`config.mk`:
```
export PLATFORM = sky130hd
export DESIGN_NAME = fpu_unit
export DESIGN_NICKNAME = d
export VERILOG_FILES = /design/src/rtl/fpu_unit.sv
export SDC_FILE = /design/constraint.sdc
export NUM_CORES = 1
export LEC_CHECK = 0
export BUFFER_PORTS_ARGS = -buffer_cell sky130_fd_sc_hd__buf_2
export CAP_MARGIN = 20
export CORE_ASPECT_RATIO = 1.75
export CORE_UTILIZATION = 35
export DETAILED_ROUTE_END_ITERATION = 10
export PLACE_DENSITY = 0.5
export RECOVER_POWER = 25
export SETUP_SLACK_MARGIN = 0.15
export SYNTH_ARGS = -nofsm -noshare
export SYNTH_HDL_FRONTEND = slang
export SYNTH_SLANG_ARGS = --single-unit
```
`constraint.sdc`:
```
create_clock -name i_clk -period 0.8 [get_ports i_clk]
set_input_delay 0.16 -clock i_clk [delete_from_list [all_inputs] [get_ports i_clk]]
set_output_delay 0.16 -clock i_clk [all_outputs]
set_load 0.005 [all_outputs]
```
`src/rtl/fpu_unit.sv`:
```
// IEEE-754 binary32 add/subtract with one registered result stage.
// Denormals are flushed to zero; rounding is nearest-even; no exception flags.
module fpu_unit #(
    parameter int NUM_OP = 1
) (
    input  logic              i_clk,
    input  logic              i_rst_n,
    input  logic [NUM_OP-1:0] i_fpu_op,
    input  logic [31:0]       i_floating_a,
    input  logic [31:0]       i_floating_b,
    output logic [31:0]       o_floating_result
);

    localparam logic [31:0] QNAN = 32'h7FC00000;

    function automatic logic [4:0] lzc27(input logic [26:0] v);
        logic [4:0] n;
        n = 5'd27;
        for (int i = 0; i < 27; i++) begin
            if (v[i]) n = 5'(26 - i);
        end
        return n;
    endfunction

    logic              sa, sb;
    logic [7:0]        ea, eb;
    logic [22:0]       fa, fb;
    logic              a_nan, b_nan, a_inf, b_inf, a_zero, b_zero;
    logic [23:0]       ma, mb;
    logic              a_ge_b;
    logic              sl, ss, eff_sub;
    logic [7:0]        el, es, ediff;
    logic [23:0]       ml, ms;
    logic [26:0]       small_ext, small_sh, lost_mask;
    logic [27:0]       sum;
    logic [26:0]       dif, norm;
    logic [4:0]        lz;
    logic signed [9:0] exp_pre, exp_fin;
    logic              round_up;
    logic [24:0]       rnd;
    logic [22:0]       frac_fin;
    logic [31:0]       result_d, result_q;

    // Subtraction is addition with B's sign flipped; only op bit 0 is decoded.
    assign sa = i_floating_a[31];
    assign sb = i_floating_b[31] ^ i_fpu_op[0];
    assign ea = i_floating_a[30:23];
    assign eb = i_floating_b[30:23];
    assign fa = i_floating_a[22:0];
    assign fb = i_floating_b[22:0];

    assign a_nan  = (ea == 8'hFF) && (fa != 23'd0);
    assign b_nan  = (eb == 8'hFF) && (fb != 23'd0);
    assign a_inf  = (ea == 8'hFF) && (fa == 23'd0);
    assign b_inf  = (eb == 8'hFF) && (fb == 23'd0);
    assign a_zero = (ea == 8'h00);
    assign b_zero = (eb == 8'h00);
    assign ma     = a_zero ? 24'd0 : {1'b1, fa};
    assign mb     = b_zero ? 24'd0 : {1'b1, fb};
    assign a_ge_b = {ea, ma} >= {eb, mb};

    always_comb begin
        sl        = a_ge_b ? sa : sb;
        ss        = a_ge_b ? sb : sa;
        el        = a_ge_b ? ea : eb;
        es        = a_ge_b ? eb : ea;
        ml        = a_ge_b ? ma : mb;
        ms        = a_ge_b ? mb : ma;
        eff_sub   = sl ^ ss;
        ediff     = el - es;
        small_ext = {ms, 3'b000};
        lost_mask = '0;
        small_sh  = '0;
        norm      = '0;
        lz        = '0;
        exp_pre   = '0;

        // Alignment keeps guard/round bits; everything shifted past them folds into sticky.
        if (ediff >= 8'd27) begin
            small_sh = {26'd0, |ms};
        end else begin
            lost_mask   = (27'd1 << ediff[4:0]) - 27'd1;
            small_sh    = small_ext >> ediff[4:0];
            small_sh[0] = small_sh[0] | (|(small_ext & lost_mask));
        end

        sum = {1'b0, ml, 3'b000} + {1'b0, small_sh};
        dif = {ml, 3'b000} - small_sh;

        if (!eff_sub) begin
            if (sum[27]) begin
                norm    = {sum[27:2], sum[1] | sum[0]};
                exp_pre = $signed({2'b00, el}) + 10'sd1;
            end else begin
                norm    = sum[26:0];
                exp_pre = $signed({2'b00, el});
            end
        end else begin
            lz      = lzc27(dif);
            norm    = dif << lz;
            exp_pre = $signed({2'b00, el}) - $signed({5'd0, lz});
        end

        round_up = norm[2] & (norm[1] | norm[0] | norm[3]);
        rnd      = {1'b0, norm[26:3]} + {24'd0, round_up};
        if (rnd[24]) begin
            frac_fin = rnd[23:1];
            exp_fin  = exp_pre + 10'sd1;
        end else begin
            frac_fin = rnd[22:0];
            exp_fin  = exp_pre;
        end

        result_d = {sl, exp_fin[7:0], frac_fin};
        if (a_nan || b_nan) begin
            result_d = QNAN;
        end else if (a_inf && b_inf && (sa != sb)) begin
            result_d = QNAN;
        end else if (a_inf) begin
            result_d = {sa, 8'hFF, 23'd0};
        end else if (b_inf) begin
            result_d = {sb, 8'hFF, 23'd0};
        end else if (a_zero && b_zero) begin
            result_d = {sa & sb, 31'd0};
        end else if (eff_sub && (dif == 27'd0)) begin
            result_d = 32'h00000000;
        end else if (exp_fin >= 10'sd255) begin
            result_d = {sl, 8'hFF, 23'd0};
        end else if (exp_fin <= 10'sd0) begin
            result_d = {sl, 31'd0};
        end
    end

    always_ff @(posedge i_clk or negedge i_rst_n) begin
        if (!i_rst_n) begin
            result_q <= 32'h00000000;
        end else begin
            result_q <= result_d;
        end
    end

    assign o_floating_result = result_q;

endmodule

```
======== Yosys cells after proc, flatten, opt, wreduce, memory -nomap -nowiden ========
Index checks and enable logic that the tools add are counted.
cells by class
  add/subtract/negate cells ............... 8
  magnitude comparators ................... 4
  eq/ne operators ......................... 3
  shift-type cells ........................ 3
  multiplexer cells ....................... 51
  bitwise operators ....................... 9
  reductions and logical operators ........ 18
operators with widths
  operator                 count
  $mux W32                 6
  $mux W5                  27
  $mux W24                 4
  $mux W27                 3
  $mux W31                 2
  $logic_not A23 Y1        2
  $reduce_bool A23 Y1      2
  $ge A32 B32 Y1           1
  $add A27 B27 Y28         1
  $and A27 B27 Y27         1
  $logic_not A27 Y1        1
  $reduce_or A27 Y1        1
  $shl A1 B5 Y27 const A   1
  $shl A27 B5 Y27          1
  $shr A27 B5 Y27          1
  $sub A27 B1 Y27 const B  1
  $sub A27 B27 Y27         1
  $add A24 B1 Y25          1
  $reduce_or A24 Y1        1
  $mux W23                 1
  $mux W10                 2
  $eq A8 B8 Y1 const B     2
  $logic_not A8 Y1         2
  $mux W8                  2
  15 further kinds         29
storage, ports and cells
  register bits after elaboration ......... 32
  input bits .............................. 67
  output and inout bits ................... 32

======== Depth between registers and ports, before layout ========
  depth after elaboration ................. 56
  mapped depth ............................ 70
  depth with buffers taken out ............ 58

======== Worst setup path after synthesis ========
No wires, ideal clock.
  path type ............................... input to register
  from .................................... input port i_floating_a[28]
  to ...................................... register result_q[21] (netlist: o_floating_result[21])
  arrival ................................. 13213 ps
  data required time ...................... 716 ps
  path slack .............................. -12497 ps
  stages on the path ...................... 59
  buffers on the path ..................... 15
  path through ............................ or4_1 -> or2_1 -> buf_2 -> clkbuf_1 -> clkbuf_1 -> and2_1 -> ha_1 -> nand4_1 -> nor4_2 -> a211oi_1 -> and2_1 -> buf_6 -> nand2_2 -> buf_4 -> clkbuf_1 -> buf_1 -> clkbuf_1 -> a21oi_1 -> [... 23 more ...] -> xnor2_1 -> nand3_1 -> nor4_2 -> a211oi_4 -> a2111oi_0 -> a31oi_1 -> a2111oi_2 -> a41oi_1 -> a22oi_2 -> or4b_1 -> buf_2 -> or4_1 -> buf_2 -> nor2_1 -> mux2_2 -> or4b_4 -> buf_6 -> nor3_2
on the way
  longest elaborated chain between the ends .. 56
RTL lines
  what                        RTL line  source
  start, declared             9         input logic [31:0] i_floating_a,
  $logic_not A8 Y1            56        assign a_zero = (ea == 8'h00);
  $mux W24                    58        assign ma = a_zero ? 24'd0 : {1'b1, fa};
  $ge A32 B32 Y1              60        assign a_ge_b = {ea, ma} >= {eb, mb};
  $mux W8 (on tied branches)  65, 66
  $sub A8 B8 Y8               70        ediff = el - es;
  $shl A1 B5 Y27              82        lost_mask = (27'd1 << ediff[4:0]) - 27'd1;
  $sub A27 B1 Y27             82
  $and A27 B27 Y27            84        small_sh[0] = small_sh[0] | (|(small_ext & lost_mask));
  [... 41 more ...]           -
  $mux W31                    127       end else if (exp_fin >= 10'sd255) begin
  $mux W32                    125       end else if (eff_sub && (dif == 27'd0)) begin
  $mux W32                    123       end else if (a_zero && b_zero) begin
  $mux W32                    121       end else if (b_inf) begin
  $mux W32                    119       end else if (a_inf) begin
  $mux W32                    117       end else if (a_inf && b_inf && (sa != sb)) begin
  $mux W32 *                  115       if (a_nan || b_nan) begin
  named net result_d[21]      42        logic [31:0] result_d, result_q;
  end signal, assigned        138       result_q <= result_d;
  end, declared               42
Mark *: on every way through the listed nets, which the timed path passes. The rest lies on a longest branch. The select of a mux whose other input is x is not followed.

======== Worst setup path in the final report ========
  from .................................... input port i_floating_a[25]
  to ...................................... register result_q[17] (netlist: o_floating_result[17])
The elaborated chain is that of the path after synthesis.

==> summary by stage <==
Power and ir drop
The proportion of total power due to net switching is 0.500. The clock network power share is 0.040. The proportion of power drawn by flip-flops and latches is 0.048.

For this design the ratio of total power to cell area is 2390 nW/um2. In this run the power spent charging and discharging nets is 0.0276 W. The internal power contribution is around 0.028 W. The maximum resistive drop on vdd is roughly 1400 uV.

The leakage power of the design is ~11 nW. The share of total power dissipated in combinational logic is 0.912.

Placement
The placed instances occupy a cell area of a little over 20000 um2. Port buffering added 98 buffers. The placer congestion estimate is 1.07. Timing analysis after detailed placement gives a worst setup slack of -11960 ps. Detailed placement finished with a half-perimeter wire length of roughly 70 mm. The number of cells in the design after placement is around 3.3k.

Timing
In the finished design, the share of the clock period the worst path needs comes to 14.8. Setup repair after global routing could not meet its margin everywhere. The final-report setup violation count is between 60 and 70. The number of pins with negative max-slew slack in the final report came to 0. The final critical-path required period is 11800 ps. The worst path setup slack after routing is -11000 ps. The highest clock rate is 84.7 MHz. The worst pin sits at a relative slew slack of 0.429.

The final number of hold-violating endpoints came to 0. The actual slew at the worst max-slew pin is approximately 850 ps.

Die
The placeable core region is between 30000 and 40000 um2. For this configuration, the core starts out at a cell density of 0.353. For this design the top-level I/O count stands at 99.

The floorplan has between 90 and 100 rows. The vertical extent of the die is between 200 and 300 um. The die covers 38700 um2. The die extent in x is between 100 and 150 um.

Setup path
STA classifies the critical path startpoint as an input port. The most repeated library cell on the critical path is sky130_fd_sc_hd__buf_12. In this design, the stage delay of the slowest critical-path cell is 630 ps. The class of the most critical setup path is input port to flip-flop.

The critical-path cell with the highest stage delay is sky130_fd_sc_hd__or4b_4. The worst endpoint data arrival time is around 12000 ps. At the worst endpoint, the required time is 990 ps. The maximum fanout encountered on the critical timing path is 8. The kind of end point of the critical path is a flip-flop.

Clocking
The tree built by TritonCTS fans out to 32 sinks. The number of buffers created by CTS is 5. The maximum root-to-sink buffer count is 2. TritonCTS built the clock tree. The post-CTS clock slew at the launch and capture registers of the worst setup and hold paths is 50 ps. The H-tree generated during clock tree synthesis spans 2 levels. The root buffer cell is sky130_fd_sc_hd__clkbuf_16.

Cells and area
Summing all multi-input logic gate instances after layout gives ~13000 um2. The area growth from synthesis to layout is 73.8%. Of the cells placed in the final design, the portion with a size suffix greater than 1 is 0.477. The non-filler instance count after layout is 3397. The area of all placed cells without fillers is 23100 um2. The number of fill cells is between 3k and 4k. In the layout the commonest cells are sky130_fd_sc_hd__buf_4, sky130_fd_sc_hd__nand2_1, sky130_fd_sc_hd__nor2_1. The register with the most flip-flops in the layout has 32 of them. The final net count is 3078.

Leaving out fill and tap cells, the most frequent cell in the layout is sky130_fd_sc_hd__buf_4. Summing all flip-flop and latch instances after layout gives 801 um2.

Synthesis
Counting flops with an async set or reset pin after synthesis yields a share of 1.00. The register bit count reported by yosys is 32. For this run, the register share of the synthesized area comes to 0.0604. The share of the synthesized area in the top cell type is 0.0887. A synthesized cell averages 6.73 um2. The number of distinct library cell variants in the gate-level netlist after synthesis is 111.

The cell type contributing the most total cell area after synthesis is sky130_fd_sc_hd__ha_1. By area the synthesized netlist is led by sky130_fd_sc_hd__ha_1, sky130_fd_sc_hd__nand2_1, sky130_fd_sc_hd__dfrtp_1. In the synthesized netlist the dominant register cell turns out to be sky130_fd_sc_hd__dfrtp_1. During synthesis, Yosys emitted a total of 0 warnings. The count of flip-flops with a built-in enable after synthesis is 0. The post-synthesis cell area is approximately 13000 um2. The synthesized instance count is between 1.5k and 2k. The number of nets in the synthesized netlist is 2133.

Detailed routing
The number of vias in the routed layout is between 20k and 25k. The DRC violation count after routing is 0. The number of nets with antenna violations after routing is 0. The iteration count of the initial detailed-routing pass is 7.

Using the TritonRoute via totals, the vias-per-cell ratio works out to 5.91. The routed wire length per instance is 24.6 um. In this run, the number of DRC markers left after iteration 0 of detailed routing was 1159. The sum of routed wire length over all layers is 83.7 mm.

GRT
The number of antenna violations at the first check in global routing was 3. The total global routing overflow is 0. The largest net degree at the start of global routing is 33. The number of global-route vias before repair came to 20.3k. For this run, the total global-route usage over all layers was measured as 0.423. The first-pass GRT wire length is ~120 mm.

Min path
The number of instances on the worst hold path is 5. The worst hold path belongs to the class input port to flip-flop.

Run status
The run finished, with violations left. The checks that failed: negative setup slack.

Flow run
Max-cap violations in this run came to 0.
-- power by group through the flow --
stage                     logic, W  clock network [W]  registers [W]
after global placement      0.0431                  0        0.00261
final                       0.0502            0.00220        0.00263
after CTS                   0.0459            0.00219        0.00262
after detailed placement    0.0432                  0        0.00262
after global routing        0.0528            0.00228        0.00270
after floorplan             0.0202                  0        0.00266
-- critical path: cells and delay by family --
family | cells | cell delay [ps]
AOI/OAI and AO/OA | 17 | 3580
adders and majority gates | 3 | 900
buffers and inverters | 13 | 1780
muxes | 3 | 820
and+or+nand+nor | 19 | 4710
-- stage by stage --
stage          total power [W]  setup TNS [ps]  utilization  hold WS (ps)
3_3_place_gp            0.0457         -375900        0.554           118
6_report                0.0551         -346720        0.614           340
2_1_floorplan           0.0229         -338710            -          -136
5_1_grt                 0.0578         -360850        0.614           364
3_5_place_dp            0.0459         -376000        0.554           128
4_1_cts                 0.0507         -335920        0.587           343
-- final timing paths --
path                                  start                         endpoint  slack [ps]
min                        i_floating_b[31]  o_floating_result[31]$_DFF_PN0_         340
max in group asynchronous           i_rst_n  o_floating_result[10]$_DFF_PN0_         160
max                        i_floating_a[25]  o_floating_result[17]$_DFF_PN0_      -11000
min in group asynchronous           i_rst_n  o_floating_result[25]$_DFF_PN0_         410
-- routing by layer --
layer  part of all wire  global-route usage  wire length, um  vias to the layer above
met5            0.00014                   0               12                        -
met4               0.14               0.488            11600                        2
met3              0.051              0.0714             4230                      534
met2               0.51               0.787            43000                      967
met1               0.30               0.348            24800                     9305
li1                   -                   -                -                     9269
-- cells in the mapped netlist, drive strengths merged, types with 25 or more instances --
library cell	count
ha	94
or3	25
dfrtp	32
a211oi	41
xnor2	44
nor3	60
a21o	25
nor2	178
mux2i	66
a31oi	26
a21oi	163
o211ai	35
o21ai	146
nand2b	25
buf	41
nand2	254
and2	30
clkbuf	74
nor4	31
inv	105
nand3	60
-- logic make-up (layout without fill, tap and decap cells) --
logic type | Yosys count | in the layout | synth area share
other cells | 0 | 1 | 0
mux | 104 | 104 | 0.0955
flops | 32 | 32 | 0.0604
buf+inv | 221 | 1166 | 0.0697
fa+ha+maj | 96 | 96 | 0.0917
xor+xnor | 68 | 68 | 0.0449
simple gates | 785 | 786 | 0.293
compound gates | 664 | 664 | 0.345
-- area by class of cell --
class,instances,area share
diodes,1,0.000109
clock inverters,3,0.00185
flip-flops and latches,32,0.0347
well taps,480,0.0261
inverters,106,0.0182
repair buffers,1052,0.351
clock buffers,5,0.00543
multi-input cells,1718,0.562
-- timing repair --
action	4_1_cts	5_1_grt
endpoints found under the hold margin	32	0
setup endpoints to repair	64	64
gates resized for setup	156	157
gates cloned	2	2
buffers inserted	40	41
pin swaps	24	84
hold buffers	1	0
No activity file was read; power rests on OpenSTA's default activity.
